## config.mk

```make
export PLATFORM = sky130hd
export DESIGN_NAME = bus_interconnect_rr_flat
export DESIGN_NICKNAME = d
export VERILOG_FILES = /design/src/rtl/bus_interconnect_rr_if.sv /design/src/rtl/bus_interconnect_rr.sv /design/src/flat_wrapper.sv
export SDC_FILE = /design/constraint.sdc
export NUM_CORES = 1
export LEC_CHECK = 0
export CAP_MARGIN = 40
export CELL_PAD_IN_SITES_DETAIL_PLACEMENT = 0
export CELL_PAD_IN_SITES_GLOBAL_PLACEMENT = 1
export CORE_MARGIN = 4
export CORE_UTILIZATION = 25
export CTS_CLUSTER_SIZE = 16
export DETAILED_ROUTE_END_ITERATION = 6
export PLACE_DENSITY = 0.86
export SLEW_MARGIN = 20
export SYNTH_ARGS = -nofsm -noshare
export SYNTH_HDL_FRONTEND = slang
export SYNTH_SLANG_ARGS = --single-unit
```

## constraint.sdc

```tcl
create_clock -name sys_clk -period 4 [get_ports sys_clk]
set_input_delay 0.4 -clock sys_clk [delete_from_list [all_inputs] [get_ports sys_clk]]
set_output_delay 0.4 -clock sys_clk [all_outputs]
set_load 0.03 [all_outputs]
```

## src/rtl/bus_interconnect_rr_if.sv

```systemverilog
// Bus bundle for the round-robin interconnect: master modport is the interconnect's view,
// slave modport is the view of the attached masters/slaves driving the other side.
interface bus_interconnect_rr_if #(
  parameter int unsigned N_MASTERS = 4,
  parameter int unsigned N_SLAVES  = 3,
  parameter int unsigned SEL_W     = 3,
  parameter int unsigned ADDR_W    = 12,
  parameter int unsigned DATA_W    = 8
);
  logic [N_MASTERS-1:0]        m_request;
  logic [N_MASTERS*SEL_W-1:0]  m_slave_sel;
  logic [N_MASTERS-1:0]        m_grant;
  logic                        arbiter_busy;
  logic [N_MASTERS-1:0]        m_valid;
  logic [N_MASTERS-1:0]        m_write_en;
  logic [N_MASTERS-1:0]        m_read_en;
  logic [N_MASTERS*ADDR_W-1:0] m_tx_address;
  logic [N_MASTERS*DATA_W-1:0] m_tx_data;
  logic [N_MASTERS*DATA_W-1:0] m_rx_data;
  logic [N_MASTERS-1:0]        m_slave_ready;
  logic [N_MASTERS-1:0]        m_error;
  logic [N_SLAVES-1:0]         s_valid;
  logic [N_SLAVES-1:0]         s_write_en;
  logic [N_SLAVES-1:0]         s_read_en;
  logic [N_SLAVES*ADDR_W-1:0]  s_rx_address;
  logic [N_SLAVES*DATA_W-1:0]  s_rx_data;
  logic [N_SLAVES*DATA_W-1:0]  s_tx_data;
  logic [N_SLAVES-1:0]         s_slave_ready;

  modport master (
    input  m_request, m_slave_sel, m_valid, m_write_en, m_read_en,
    input  m_tx_address, m_tx_data, s_tx_data, s_slave_ready,
    output m_grant, arbiter_busy, m_rx_data, m_slave_ready, m_error,
    output s_valid, s_write_en, s_read_en, s_rx_address, s_rx_data
  );

  modport slave (
    output m_request, m_slave_sel, m_valid, m_write_en, m_read_en,
    output m_tx_address, m_tx_data, s_tx_data, s_slave_ready,
    input  m_grant, arbiter_busy, m_rx_data, m_slave_ready, m_error,
    input  s_valid, s_write_en, s_read_en, s_rx_address, s_rx_data
  );
endinterface

```

## src/rtl/bus_interconnect_rr.sv

```systemverilog
// N-master / M-slave bus interconnect with round-robin arbitration, decode-error
// reporting and a per-tenure timeout watchdog.
module bus_interconnect_rr #(
  parameter int unsigned N_MASTERS = 4,
  parameter int unsigned N_SLAVES  = 3,
  parameter int unsigned SEL_W     = 3,
  parameter int unsigned ADDR_W    = 12,
  parameter int unsigned DATA_W    = 8,
  parameter int unsigned TIMEOUT   = 64
) (
  input  logic                  sys_clk,
  input  logic                  sys_rst,
  bus_interconnect_rr_if.master bus
);
  localparam int unsigned OWN_W = $clog2(N_MASTERS);
  localparam int unsigned CNT_W = $clog2(TIMEOUT);

  typedef enum logic [1:0] {ST_IDLE, ST_BUSY, ST_ERR} state_e;

  state_e               state_q, state_d;
  logic [OWN_W-1:0]     owner_q, owner_d;
  logic [OWN_W-1:0]     last_q, last_d;
  logic [SEL_W-1:0]     sel_q, sel_d;
  logic [N_MASTERS-1:0] grant_q, grant_d;
  logic [CNT_W-1:0]     cnt_q, cnt_d;

  logic                 win_found;
  logic [OWN_W-1:0]     win_idx;
  logic [SEL_W-1:0]     win_sel;
  logic [N_MASTERS-1:0] win_grant;
  logic                 own_req, own_valid, sel_ready;

  // Rotating priority: slot k of the search visits master (last+k) mod N_MASTERS.
  always_comb begin
    win_found = 1'b0;
    win_idx   = '0;
    win_sel   = '0;
    win_grant = '0;
    for (int unsigned k = 1; k <= N_MASTERS; k++) begin
      for (int unsigned j = 0; j < N_MASTERS; j++) begin
        if (!win_found && bus.m_request[j] && (((32'(last_q) + k) % N_MASTERS) == j)) begin
          win_found    = 1'b1;
          win_idx      = OWN_W'(j);
          win_sel      = bus.m_slave_sel[j*SEL_W +: SEL_W];
          win_grant[j] = 1'b1;
        end
      end
    end
  end

  always_comb begin
    own_req   = 1'b0;
    own_valid = 1'b0;
    sel_ready = 1'b0;
    for (int unsigned i = 0; i < N_MASTERS; i++) begin
      if (owner_q == OWN_W'(i)) begin
        own_req   = bus.m_request[i];
        own_valid = bus.m_valid[i];
      end
    end
    for (int unsigned j = 0; j < N_SLAVES; j++) begin
      if (sel_q == SEL_W'(j)) sel_ready = bus.s_slave_ready[j];
    end
  end

  always_comb begin
    state_d = state_q;
    owner_d = owner_q;
    sel_d   = sel_q;
    grant_d = grant_q;
    last_d  = last_q;
    cnt_d   = cnt_q;
    unique case (state_q)
      ST_IDLE: begin
        cnt_d = '0;
        if (win_found) begin
          owner_d = win_idx;
          sel_d   = win_sel;
          // An out-of-range select never reaches the bus, so no grant is shown for it.
          if (32'(win_sel) < N_SLAVES) begin
            state_d = ST_BUSY;
            grant_d = win_grant;
          end else begin
            state_d = ST_ERR;
            grant_d = '0;
          end
        end
      end
      ST_BUSY: begin
        if (!own_req) begin
          state_d = ST_IDLE;
          grant_d = '0;
          last_d  = owner_q;
          cnt_d   = '0;
        end else if (own_valid && !sel_ready) begin
          if (cnt_q == CNT_W'(TIMEOUT - 1)) begin
            state_d = ST_ERR;
            grant_d = '0;
            cnt_d   = '0;
          end else begin
            cnt_d = cnt_q + CNT_W'(1);
          end
        end else begin
          cnt_d = '0;
        end
      end
      ST_ERR: begin
        state_d = ST_IDLE;
        grant_d = '0;
        last_d  = owner_q;
        cnt_d   = '0;
      end
      default: begin
        state_d = ST_IDLE;
        grant_d = '0;
        cnt_d   = '0;
      end
    endcase
  end

  always_ff @(posedge sys_clk) begin
    if (sys_rst) begin
      state_q <= ST_IDLE;
      owner_q <= '0;
      sel_q   <= '0;
      grant_q <= '0;
      last_q  <= OWN_W'(N_MASTERS - 1);
      cnt_q   <= '0;
    end else begin
      state_q <= state_d;
      owner_q <= owner_d;
      sel_q   <= sel_d;
      grant_q <= grant_d;
      last_q  <= last_d;
      cnt_q   <= cnt_d;
    end
  end

  assign bus.m_grant      = grant_q;
  assign bus.arbiter_busy = (state_q != ST_IDLE);

  always_comb begin
    bus.m_rx_data     = '0;
    bus.m_slave_ready = '0;
    bus.m_error       = '0;
    bus.s_valid       = '0;
    bus.s_write_en    = '0;
    bus.s_read_en     = '0;
    bus.s_rx_address  = '0;
    bus.s_rx_data     = '0;
    for (int unsigned i = 0; i < N_MASTERS; i++) begin
      for (int unsigned j = 0; j < N_SLAVES; j++) begin
        if (state_q == ST_BUSY && owner_q == OWN_W'(i) && sel_q == SEL_W'(j)) begin
          bus.s_valid[j]                          = bus.m_valid[i];
          bus.s_write_en[j]                       = bus.m_write_en[i];
          bus.s_read_en[j]                        = bus.m_read_en[i];
          bus.s_rx_address[j*ADDR_W +: ADDR_W]    = bus.m_tx_address[i*ADDR_W +: ADDR_W];
          bus.s_rx_data[j*DATA_W +: DATA_W]       = bus.m_tx_data[i*DATA_W +: DATA_W];
          bus.m_slave_ready[i]                    = bus.s_slave_ready[j];
          bus.m_rx_data[i*DATA_W +: DATA_W]       = bus.s_tx_data[j*DATA_W +: DATA_W];
        end
      end
      if (state_q == ST_ERR && owner_q == OWN_W'(i)) begin
        bus.m_error[i]       = 1'b1;
        bus.m_slave_ready[i] = 1'b1;
      end
    end
  end
endmodule

```

## src/flat_wrapper.sv

```systemverilog
// flat-port wrapper written by rule: the top's interface ports become plain ports
module bus_interconnect_rr_flat 
#(
  parameter int unsigned N_MASTERS = 4,
  parameter int unsigned N_SLAVES  = 3,
  parameter int unsigned SEL_W     = 3,
  parameter int unsigned ADDR_W    = 12,
  parameter int unsigned DATA_W    = 8,
  parameter int unsigned TIMEOUT   = 64
)
  (sys_clk, sys_rst, bus_m_request, bus_m_slave_sel, bus_m_valid, bus_m_write_en, bus_m_read_en, bus_m_tx_address, bus_m_tx_data, bus_s_tx_data, bus_s_slave_ready, bus_m_grant, bus_arbiter_busy, bus_m_rx_data, bus_m_slave_ready, bus_m_error, bus_s_valid, bus_s_write_en, bus_s_read_en, bus_s_rx_address, bus_s_rx_data);
  bus_interconnect_rr_if #(.N_MASTERS(N_MASTERS), .N_SLAVES(N_SLAVES), .SEL_W(SEL_W), .ADDR_W(ADDR_W), .DATA_W(DATA_W)) bus_i ();
  input  logic sys_clk;
  input  logic sys_rst;
  input wire logic [$bits(bus_i.m_request)-1:0] bus_m_request;
  input wire logic [$bits(bus_i.m_slave_sel)-1:0] bus_m_slave_sel;
  input wire logic [$bits(bus_i.m_valid)-1:0] bus_m_valid;
  input wire logic [$bits(bus_i.m_write_en)-1:0] bus_m_write_en;
  input wire logic [$bits(bus_i.m_read_en)-1:0] bus_m_read_en;
  input wire logic [$bits(bus_i.m_tx_address)-1:0] bus_m_tx_address;
  input wire logic [$bits(bus_i.m_tx_data)-1:0] bus_m_tx_data;
  input wire logic [$bits(bus_i.s_tx_data)-1:0] bus_s_tx_data;
  input wire logic [$bits(bus_i.s_slave_ready)-1:0] bus_s_slave_ready;
  output wire logic [$bits(bus_i.m_grant)-1:0] bus_m_grant;
  output wire logic [$bits(bus_i.arbiter_busy)-1:0] bus_arbiter_busy;
  output wire logic [$bits(bus_i.m_rx_data)-1:0] bus_m_rx_data;
  output wire logic [$bits(bus_i.m_slave_ready)-1:0] bus_m_slave_ready;
  output wire logic [$bits(bus_i.m_error)-1:0] bus_m_error;
  output wire logic [$bits(bus_i.s_valid)-1:0] bus_s_valid;
  output wire logic [$bits(bus_i.s_write_en)-1:0] bus_s_write_en;
  output wire logic [$bits(bus_i.s_read_en)-1:0] bus_s_read_en;
  output wire logic [$bits(bus_i.s_rx_address)-1:0] bus_s_rx_address;
  output wire logic [$bits(bus_i.s_rx_data)-1:0] bus_s_rx_data;
  assign bus_i.m_request = bus_m_request;
  assign bus_i.m_slave_sel = bus_m_slave_sel;
  assign bus_i.m_valid = bus_m_valid;
  assign bus_i.m_write_en = bus_m_write_en;
  assign bus_i.m_read_en = bus_m_read_en;
  assign bus_i.m_tx_address = bus_m_tx_address;
  assign bus_i.m_tx_data = bus_m_tx_data;
  assign bus_i.s_tx_data = bus_s_tx_data;
  assign bus_i.s_slave_ready = bus_s_slave_ready;
  assign bus_m_grant = bus_i.m_grant;
  assign bus_arbiter_busy = bus_i.arbiter_busy;
  assign bus_m_rx_data = bus_i.m_rx_data;
  assign bus_m_slave_ready = bus_i.m_slave_ready;
  assign bus_m_error = bus_i.m_error;
  assign bus_s_valid = bus_i.s_valid;
  assign bus_s_write_en = bus_i.s_write_en;
  assign bus_s_read_en = bus_i.s_read_en;
  assign bus_s_rx_address = bus_i.s_rx_address;
  assign bus_s_rx_data = bus_i.s_rx_data;
  bus_interconnect_rr #(.N_MASTERS(N_MASTERS), .N_SLAVES(N_SLAVES), .SEL_W(SEL_W), .ADDR_W(ADDR_W), .DATA_W(DATA_W), .TIMEOUT(TIMEOUT)) u_core (.sys_clk(sys_clk), .sys_rst(sys_rst), .bus(bus_i));
endmodule
```

==> load_flow_metrics.sql, run 1 <==
INSERT INTO impl_metrics (metric_group, metric, value, unit) VALUES
('run_status', 'status', 'completed', ''),
('logic_synthesis', 'post_synthesis_instance_area', '3694', 'sq um'),
('place', 'detailed_place.area', '6364', 'sq um'),
('critical_path', 'critPathRequiredTime', '3.60', 'ns'),
('logic_synthesis', 'synth_xor_xnor_area_share', '0.9485', '%'),
('clock_tree', 'cts_made_buffers', '3', ''),
('critical_path', 'path_cells', 'nand2_1 > nor2_2 > buf_12 > a22oi_1 > o21ai_0 > clkdlybuf4s50_1', ''),
('logic_synthesis', 'area_share_of_and_or_nand_nor_cells_after_synthesis', '23.88', '%'),
('pwr', 'power.clock.fraction', '9.8', '%'),
('clock_tree', 'clock_insertion_delay_worst_skew', '0.25', 'ns'),
('drt', 'detail_route.iter0.violations', '670', ''),
('timing', 'hold_viol_final', '0', ''),
('clock_tree', 'worst_setup_hold_path_clk_slew', '0.05', 'ns'),
('drt', 'tritonroute_pass_1_iters', '7', ''),
('timing', 'rsz0062_at_grt', 'no', ''),
('global_routing', 'antenna_found_initial', '1', ''),
('die', 'design.core.area', '14480', 'sq um'),
('layout', 'final_area', '6445', 'sq um'),
('timing', 'finalMaxSlewViolations', '0', ''),
('timing', 'timing.final.setup_violations', '0', ''),
('clock_tree', 'clock-root-buffer', 'sky130_fd_sc_hd__clkbuf_16', ''),
('logic_synthesis', 'largest_family_of_logic_cells_by_synthesized_area', 'compound AO/OA/AOI/OAI gates', ''),
('critical_path', 'critical_path_class', 'reg2out', ''),
('clock_tree', 'cts_hold_buffers', '0', ''),
('global_routing', 'grt_usage', '23.16', '%'),
('drt', 'finalWirelength', '21700', 'um'),
('timing', 'max_clock_freq', '295.5', 'MHz'),
('place', 'gpl_congestion', '0.9592', ''),
('timing', 'layout_min_cycle_time', '3.384', 'ns'),
('pwr', 'power_density', '324.2', 'nW/um^2'),
('drt', 'final_antenna_net_count', '0', ''),
('global_routing', 'grt_pass1_wl', '31390', 'um'),
('pwr', 'cell_internal_pwr', '996.1', 'uW'),
('pwr', 'power_leakage', '2.188', 'nW'),
('logic_synthesis', 'synth_top_cell_by_area', 'sky130_fd_sc_hd__a22oi_1', ''),
('die', 'num_io_pins', '251', ''),
('logic_synthesis', 'dominantRegCellSynth', 'sky130_fd_sc_hd__dfxtp_1', ''),
('drt', 'drc', '0', ''),
('logic_synthesis', 'most_frequent_cells_after_synthesis', '95 x sky130_fd_sc_hd__nand2_1, 64 x sky130_fd_sc_hd__a22oi_1, 55 x sky130_fd_sc_hd__o21ai_0', ''),
('layout', 'layout-drive-gt1-share', '6.614', '%'),
('logic_synthesis', 'synth_top_cells_by_area', 'sky130_fd_sc_hd__a22oi_1 13%, sky130_fd_sc_hd__dfxtp_1 10%, sky130_fd_sc_hd__nand2_1 9.7%, sky130_fd_sc_hd__a32oi_1 7.8%, sky130_fd_sc_hd__a221o_1 7.6%', ''),
('logic_synthesis', 'synthesis.area_per_instance', '6.917', 'sq um'),
('timing', 'fin_worst_hold_slack', '0.4493', 'ns'),
('global_routing', 'grt.overflow.total', '0', ''),
('drt', 'drt-wirelength-per-cell', '23.06', 'um'),
('logic_synthesis', 'synth_enable_flop_cells', '0', ''),
('pwr', 'net-switching-power', '1.093', 'mW'),
('timing', 'max_slew_margin', '48.90', '%'),
('logic_synthesis', 'synth_top_area_share', '13.01', '%'),
('clock_tree', 'cts_num_sinks', '19', ''),
('hold_path', 'hold_depth', '1', ''),
('global_routing', 'pin_count_of_the_biggest_net_entering_global_routing', '39', ''),
('hold_path', 'classification_of_the_worst_slack_hold_path', 'reg2reg', ''),
('layout', 'final_nets', '895', ''),
('pwr', 'power.switching_fraction', '52.33', '%'),
('pwr', 'share_comb_of_total_power', '73.5', '%'),
('critical_path', 'crit_arrival', '2.98', 'ns'),
('global_routing', 'grt_pass1_vias', '5424', ''),
('logic_synthesis', 'synth_fa_ha_area_share', '0.3388', '%'),
('critical_path', 'crit_path_top_delay_cell', 'sky130_fd_sc_hd__clkdlybuf4s50_1', ''),
('critical_path', 'rr_worst_depth', '7', ''),
('place', 'count_of_buffers_inserted_at_the_top_level_ports', '250', ''),
('die', 'fp.dieW', '129.6', 'um'),
('drt', 'detailed_route_vias_per_instance', '6.123', ''),
('logic_synthesis', 'ff_latch_count_synth', '19', ''),
('logic_synthesis', 'async_reset_ff_share', '0', '%'),
('logic_synthesis', 'synth.net_count', '672', ''),
('logic_synthesis', 'synth_compound_area_share', '54.17', '%'),
('timing', 'max_slew.worst_pin.slew', '0.7641', 'ns'),
('logic_synthesis', 'synth_sequential_area_ratio', '10.30', '%'),
('critical_path', 'worstSetupEndpointType', 'output port', '');
per-stage QoR:
step / setup WS (ns) / util, % / power, mW / cells
3_5_place_dp: 0.8834 / 43.95 / 1.863 / 936
6_report: 0.6160 / 44.51 / 2.090 / 941
3_3_place_gp: 0.8482 / 43.95 / 1.847 / 936
4_1_cts: 0.6058 / 44.50 / 2.073 / 940
5_1_grt: 0.4447 / 44.51 / 2.202 / 941
2_1_floorplan: 1.498 / - / 1.250 / 534
power by group through the flow:
| stage | clock network, mW | registers, mW | logic (mW) |
|---|---|---|---|
| 2_1_floorplan | 0 | 0.285 | 0.965 |
| 3_3_place_gp | 0 | 0.343 | 1.50 |
| 3_5_place_dp | 0 | 0.346 | 1.52 |
| 4_1_cts | 0.206 | 0.343 | 1.52 |
| 5_1_grt | 0.213 | 0.361 | 1.63 |
| 6_report | 0.204 | 0.348 | 1.54 |
logic make-up (layout without fill, tap and decap cells):
logic type | after synthesis | count (layout)
buffers and inverters | 59 | 281
multiplexers | 6 | 6
other | 0 | 1
adder cells (fa/ha/maj) | 1 | 1
XOR/XNOR | 4 | 4
AO/OA/AOI/OAI | 259 | 259
AND/OR/NAND/NOR | 186 | 186
flip-flops | 19 | 19
metal layers:
layer  share of wire [%]  GRT usage, %
met5                   0             0
met4                 1.7         4.645
met3                 9.4         2.597
met2                  49         40.37
met1                  40         30.98
critical path: cells and delay by family, from the launching register on:
family                 cells  cell delay (ns)
AOI/OAI and AO/OA          2             0.21
and+or+nand+nor            2             0.91
buffers and inverters      2             0.98
DFF                        1             0.62
path summary, 6_finish.rpt:
check	from	endpoint	slack (ns)
setup / recovery	u_core.owner_q[1]$_SDFFE_PP0P_	bus_s_write_en[0]	0.62
hold / removal	u_core.cnt_q[0]$_SDFF_PP0_	u_core.cnt_q[0]$_SDFF_PP0_	0.45
hold reg to reg	u_core.cnt_q[0]$_SDFF_PP0_	u_core.cnt_q[0]$_SDFF_PP0_	0.45
setup reg to reg	u_core.last_q[0]$_SDFFE_PP1P_	u_core.bus.m_grant[0]$_SDFFE_PP0P_	1.34
cell type report:
type,count,area (sq um)
diodes,1,2.502
clock buffers,4,78.83
fillers,1415,8034
inverters,6,22.52
multi-input cells,456,3045
flip-flops and latches,19,380.4
well taps,184,230.2
repair buffers,271,2685
cell usage in the layout (no fill, tap or decap), types with 3 or more instances in the layout:
master,n
sky130_fd_sc_hd__nand2_1,95
sky130_fd_sc_hd__nor3_1,4
sky130_fd_sc_hd__o22ai_1,3
sky130_fd_sc_hd__a211oi_1,3
sky130_fd_sc_hd__o21ai_0,55
sky130_fd_sc_hd__a22oi_1,64
sky130_fd_sc_hd__nor2_2,12
sky130_fd_sc_hd__nor2b_1,6
sky130_fd_sc_hd__nand3_1,9
sky130_fd_sc_hd__nand2b_1,4
sky130_fd_sc_hd__mux4_2,3
sky130_fd_sc_hd__a221o_1,28
sky130_fd_sc_hd__a21oi_1,9
sky130_fd_sc_hd__o21ai_1,5
sky130_fd_sc_hd__o21a_1,4
sky130_fd_sc_hd__a32o_1,12
sky130_fd_sc_hd__nand3b_1,7
sky130_fd_sc_hd__buf_4,19
sky130_fd_sc_hd__o21bai_1,3
sky130_fd_sc_hd__mux2i_1,3
sky130_fd_sc_hd__nor2_1,21
sky130_fd_sc_hd__or3_1,3
sky130_fd_sc_hd__a22o_1,15
sky130_fd_sc_hd__nor3b_1,5
sky130_fd_sc_hd__dfxtp_1,19
sky130_fd_sc_hd__a31oi_1,5
sky130_fd_sc_hd__a32oi_1,33
sky130_fd_sc_hd__clkbuf_16,3
sky130_fd_sc_hd__clkdlybuf4s50_1,250
sky130_fd_sc_hd__inv_1,5
sky130_fd_sc_hd__o221ai_1,3
sky130_fd_sc_hd__and3_1,6
flip-flops by register name (all words and copies together) (netlist names):
signal              count
u_core.cnt_q            6
u_core.bus.m_grant      4
u_core.sel_q            3
u_core.last_q           2
u_core.owner_q          2
u_core.state_q          2
Note: power is estimated with default switching activity, not from simulation.
==> inputs of run 2 (changes only) <==
--- a/config.mk
+++ b/config.mk
@@ -9,10 +9,10 @@
 export CELL_PAD_IN_SITES_DETAIL_PLACEMENT = 0
 export CELL_PAD_IN_SITES_GLOBAL_PLACEMENT = 1
 export CORE_MARGIN = 4
-export CORE_UTILIZATION = 25
+export CORE_UTILIZATION = 22
 export CTS_CLUSTER_SIZE = 16
 export DETAILED_ROUTE_END_ITERATION = 6
-export PLACE_DENSITY = 0.86
+export PLACE_DENSITY = 0.8
 export SLEW_MARGIN = 20
 export SYNTH_ARGS = -nofsm -noshare
 export SYNTH_HDL_FRONTEND = slang
==> constraint.sdc (replaced) <==
create_clock -name sys_clk -period 2.9 [get_ports sys_clk]
set_input_delay 0.29 -clock sys_clk [delete_from_list [all_inputs] [get_ports sys_clk]]
set_output_delay 0.29 -clock sys_clk [all_outputs]
set_load 0.03 [all_outputs]
==> run 2 against run 1 <==
Compared with the run above: routed wire length up 1.1%; non-clock buffer count up 26; critical endpoint is now bus_s_rx_data[21]; via count down 1.3%; cell area up 1.6%.
==> load_flow_metrics.sql, run 2 (synthesis results as in run 1) <==
INSERT INTO impl_metrics (metric_group, metric, value, unit) VALUES
('die', 'die_area', '18930', 'sq um'),
('hold_path', 'classification_of_the_worst_slack_hold_path', 'reg2reg', ''),
('clock_tree', 'cts_hold_buffers', '0', ''),
('critical_path', 'path_cells', 'or3b_2 > nor2_2 > buf_4 > a22o_1 > a221o_1 > buf_12', ''),
('timing', 'clock_skew_after_layout', '0.001667', 'ns'),
('die', 'fp.dieW', '137.6', 'um'),
('die', 'initial_utilization', '22.35', '%'),
('clock_tree', 'cts_made_buffers', '3', ''),
('global_routing', 'antenna_found_initial', '1', ''),
('layout', 'final_nets', '921', ''),
('critical_path', 'crit_path_top_delay_cell', 'sky130_fd_sc_hd__or3b_2', ''),
('layout', 'mostFrequentLayoutCells', '149 x sky130_fd_sc_hd__clkdlybuf4s50_1, 137 x sky130_fd_sc_hd__buf_4, 94 x sky130_fd_sc_hd__nand2_1', ''),
('critical_path', 'critPathLaunchType', 'register', ''),
('clock_tree', 'tritoncts', 'done', ''),
('run_status', 'status', 'completed', ''),
('critical_path', 'critical_path_class', 'reg2out', ''),
('timing', 'layout_min_cycle_time', '2.754', 'ns'),
('global_routing', 'grt_pass1_vias', '5329', ''),
('clock_tree', 'worst_setup_hold_path_clk_slew', '0.05', 'ns'),
('global_routing', 'grt_usage', '21.01', '%'),
('place', 'count_of_buffers_inserted_at_the_top_level_ports', '250', ''),
('drt', 'detail_route.iter0.violations', '445', ''),
('timing', 'post-route-period-util', '94.96', '%'),
('global_routing', 'grt.overflow.total', '0', ''),
('clock_tree', 'cts_num_sinks', '19', ''),
('die', 'num_io_pins', '251', ''),
('timing', 'max_slew_margin', '60.79', '%'),
('clock_tree', 'cts_setup_buffers', '0', ''),
('layout', 'layout_commonest_cell', 'sky130_fd_sc_hd__clkdlybuf4s50_1', ''),
('layout', 'largest_reg_flops', '6', ''),
('critical_path', 'cp_slowest_stage_delay', '0.66', 'ns'),
('pwr', 'irDropWorstVdd', '0.3445', 'mV'),
('die', 'design.core.area', '16520', 'sq um'),
('critical_path', 'crit_family', 'simple AND/OR/NAND/NOR gates', ''),
('critical_path', 'cp_max_fo', '12', ''),
('drt', 'tritonroute_pass_1_iters', '5', ''),
('critical_path', 'critical_path.n_buffers_inverters', '2', ''),
('critical_path', 'crit_arrival', '2.46', 'ns'),
('drt', 'detailed_route_vias_per_instance', '5.668', ''),
('drt', 'drt-wirelength-per-cell', '21.88', 'um'),
('clock_tree', 'clock_tree.htree_level_count', '1', ''),
('critical_path', 'worstSetupEndpointType', 'output port', ''),
('pwr', 'power_leakage', '2.551', 'nW'),
('drt', 'vias', '5685', ''),
('global_routing', 'pin_count_of_the_biggest_net_entering_global_routing', '37', ''),
('timing', 'finalMaxSlewViolations', '0', ''),
('clock_tree', 'cts.path.max_buffers', '2', ''),
('drt', 'finalWirelength', '21940', 'um'),
('job', 'timing.max_cap.violations', '0', ''),
('pwr', 'power_density', '459.3', 'nW/um^2'),
('layout', 'synthToLayoutAreaGrowth', '77.30', '%'),
('timing', 'rsz0062_at_grt', 'no', ''),
('layout', 'layout-drive-gt1-share', '23.02', '%'),
('layout', 'postLayoutCoreUtil', '39.63', '%'),
('clock_tree', 'clock-root-buffer', 'sky130_fd_sc_hd__clkbuf_16', ''),
('place', 'gpl_congestion', '0.8379', ''),
('critical_path', 'critPathRequiredTime', '2.61', 'ns'),
('pwr', 'total_power', '3.008', 'mW'),
('layout', 'registers.top_by_ff_count', 'u_core.cnt_q', ''),
('clock_tree', 'clock_insertion_delay_worst_skew', '0.25', 'ns'),
('timing', 'hold_viol_final', '0', ''),
('timing', 'max_clock_freq', '363.1', 'MHz'),
('timing', 'tns', '0', 'ns'),
('die', 'chipHeight', '137.6', 'um'),
('drt', 'drc', '0', ''),
('die', 'std_cell_rows', '47', ''),
('timing', 'timing.final.setup_violations', '0', ''),
('drt', 'final_antenna_net_count', '0', ''),
('place', 'place_hpwl', '16790', 'um'),
('clock_tree', 'cts.repair.resized', '0', ''),
('timing', 'max_slew.worst_pin.slew', '0.5881', 'ns'),
('global_routing', 'grt_pass1_wl', '31320', 'um');
[run 2: stage by stage]
step                      instances  worst slack, ns  hold slack [ns]  area [sq um]
final                          1003           0.1462           0.4470          6549
after global routing           1003          0.04236           0.4811          6549
after CTS                      1002           0.1080           0.4502          6546
after detailed placement        998           0.2531           0.4414          6466
after global placement          997           0.2244           0.4319          6455
after floorplan                 534           0.5076           0.3546          3694
[run 2: final cells by class]
type                    count  area, sq um
well taps                 220        275.3
flip-flops and latches     19        380.4
repair buffers            297         2731
diodes                      1        2.502
inverters                   6        22.52
clock buffers               3        75.07
fillers                  1718         9976
clock inverters             1        5.005
multi-input cells         456         3057
[run 2: where the power goes]
group	total [mW]	switching [mW]	internal, mW
logic	2.28	1.36	0.927
registers	0.439	0.116	0.324
clock network	0.285	0.100	0.185
total	3.01	1.57	1.44
[run 2: final timing paths]
check	slack, ns	end	depth (start not counted)	start
worst min register to register	0.45	u_core.cnt_q[0]$_SDFF_PP0_	1	u_core.cnt_q[0]$_SDFF_PP0_
worst max-delay path	0.15	bus_s_rx_data[21]	6	u_core.sel_q[1]$_SDFFE_PP0P_
worst max register to register	0.58	u_core.bus.m_grant[2]$_SDFFE_PP0P_	7	u_core.last_q[1]$_SDFFE_PP1P_
worst min-delay path	0.45	u_core.cnt_q[0]$_SDFF_PP0_	1	u_core.cnt_q[0]$_SDFF_PP0_
[run 2: per-layer routing]
layer	part of all wire, %	track usage (%)	wire length (um)	vias to the layer above
li1	-	-	-	2637
met1	40	27.38	8772	2688
met2	49	36.66	10750	342
met3	9.7	3.178	2128	18
met4	1.3	4.324	292	0
met5	0	0	0	-
[run 2: worst reg2reg max path: stages (launching register included)]
cell                        delay (ns)
sky130_fd_sc_hd__dfxtp_1          0.57
sky130_fd_sc_hd__nor3b_1          0.45
sky130_fd_sc_hd__and3_1           0.33
sky130_fd_sc_hd__nor2_1           0.08
sky130_fd_sc_hd__o2111a_1         0.27
sky130_fd_sc_hd__a21oi_4          0.22
sky130_fd_sc_hd__o2111ai_4        0.18
sky130_fd_sc_hd__o21ai_1          0.16
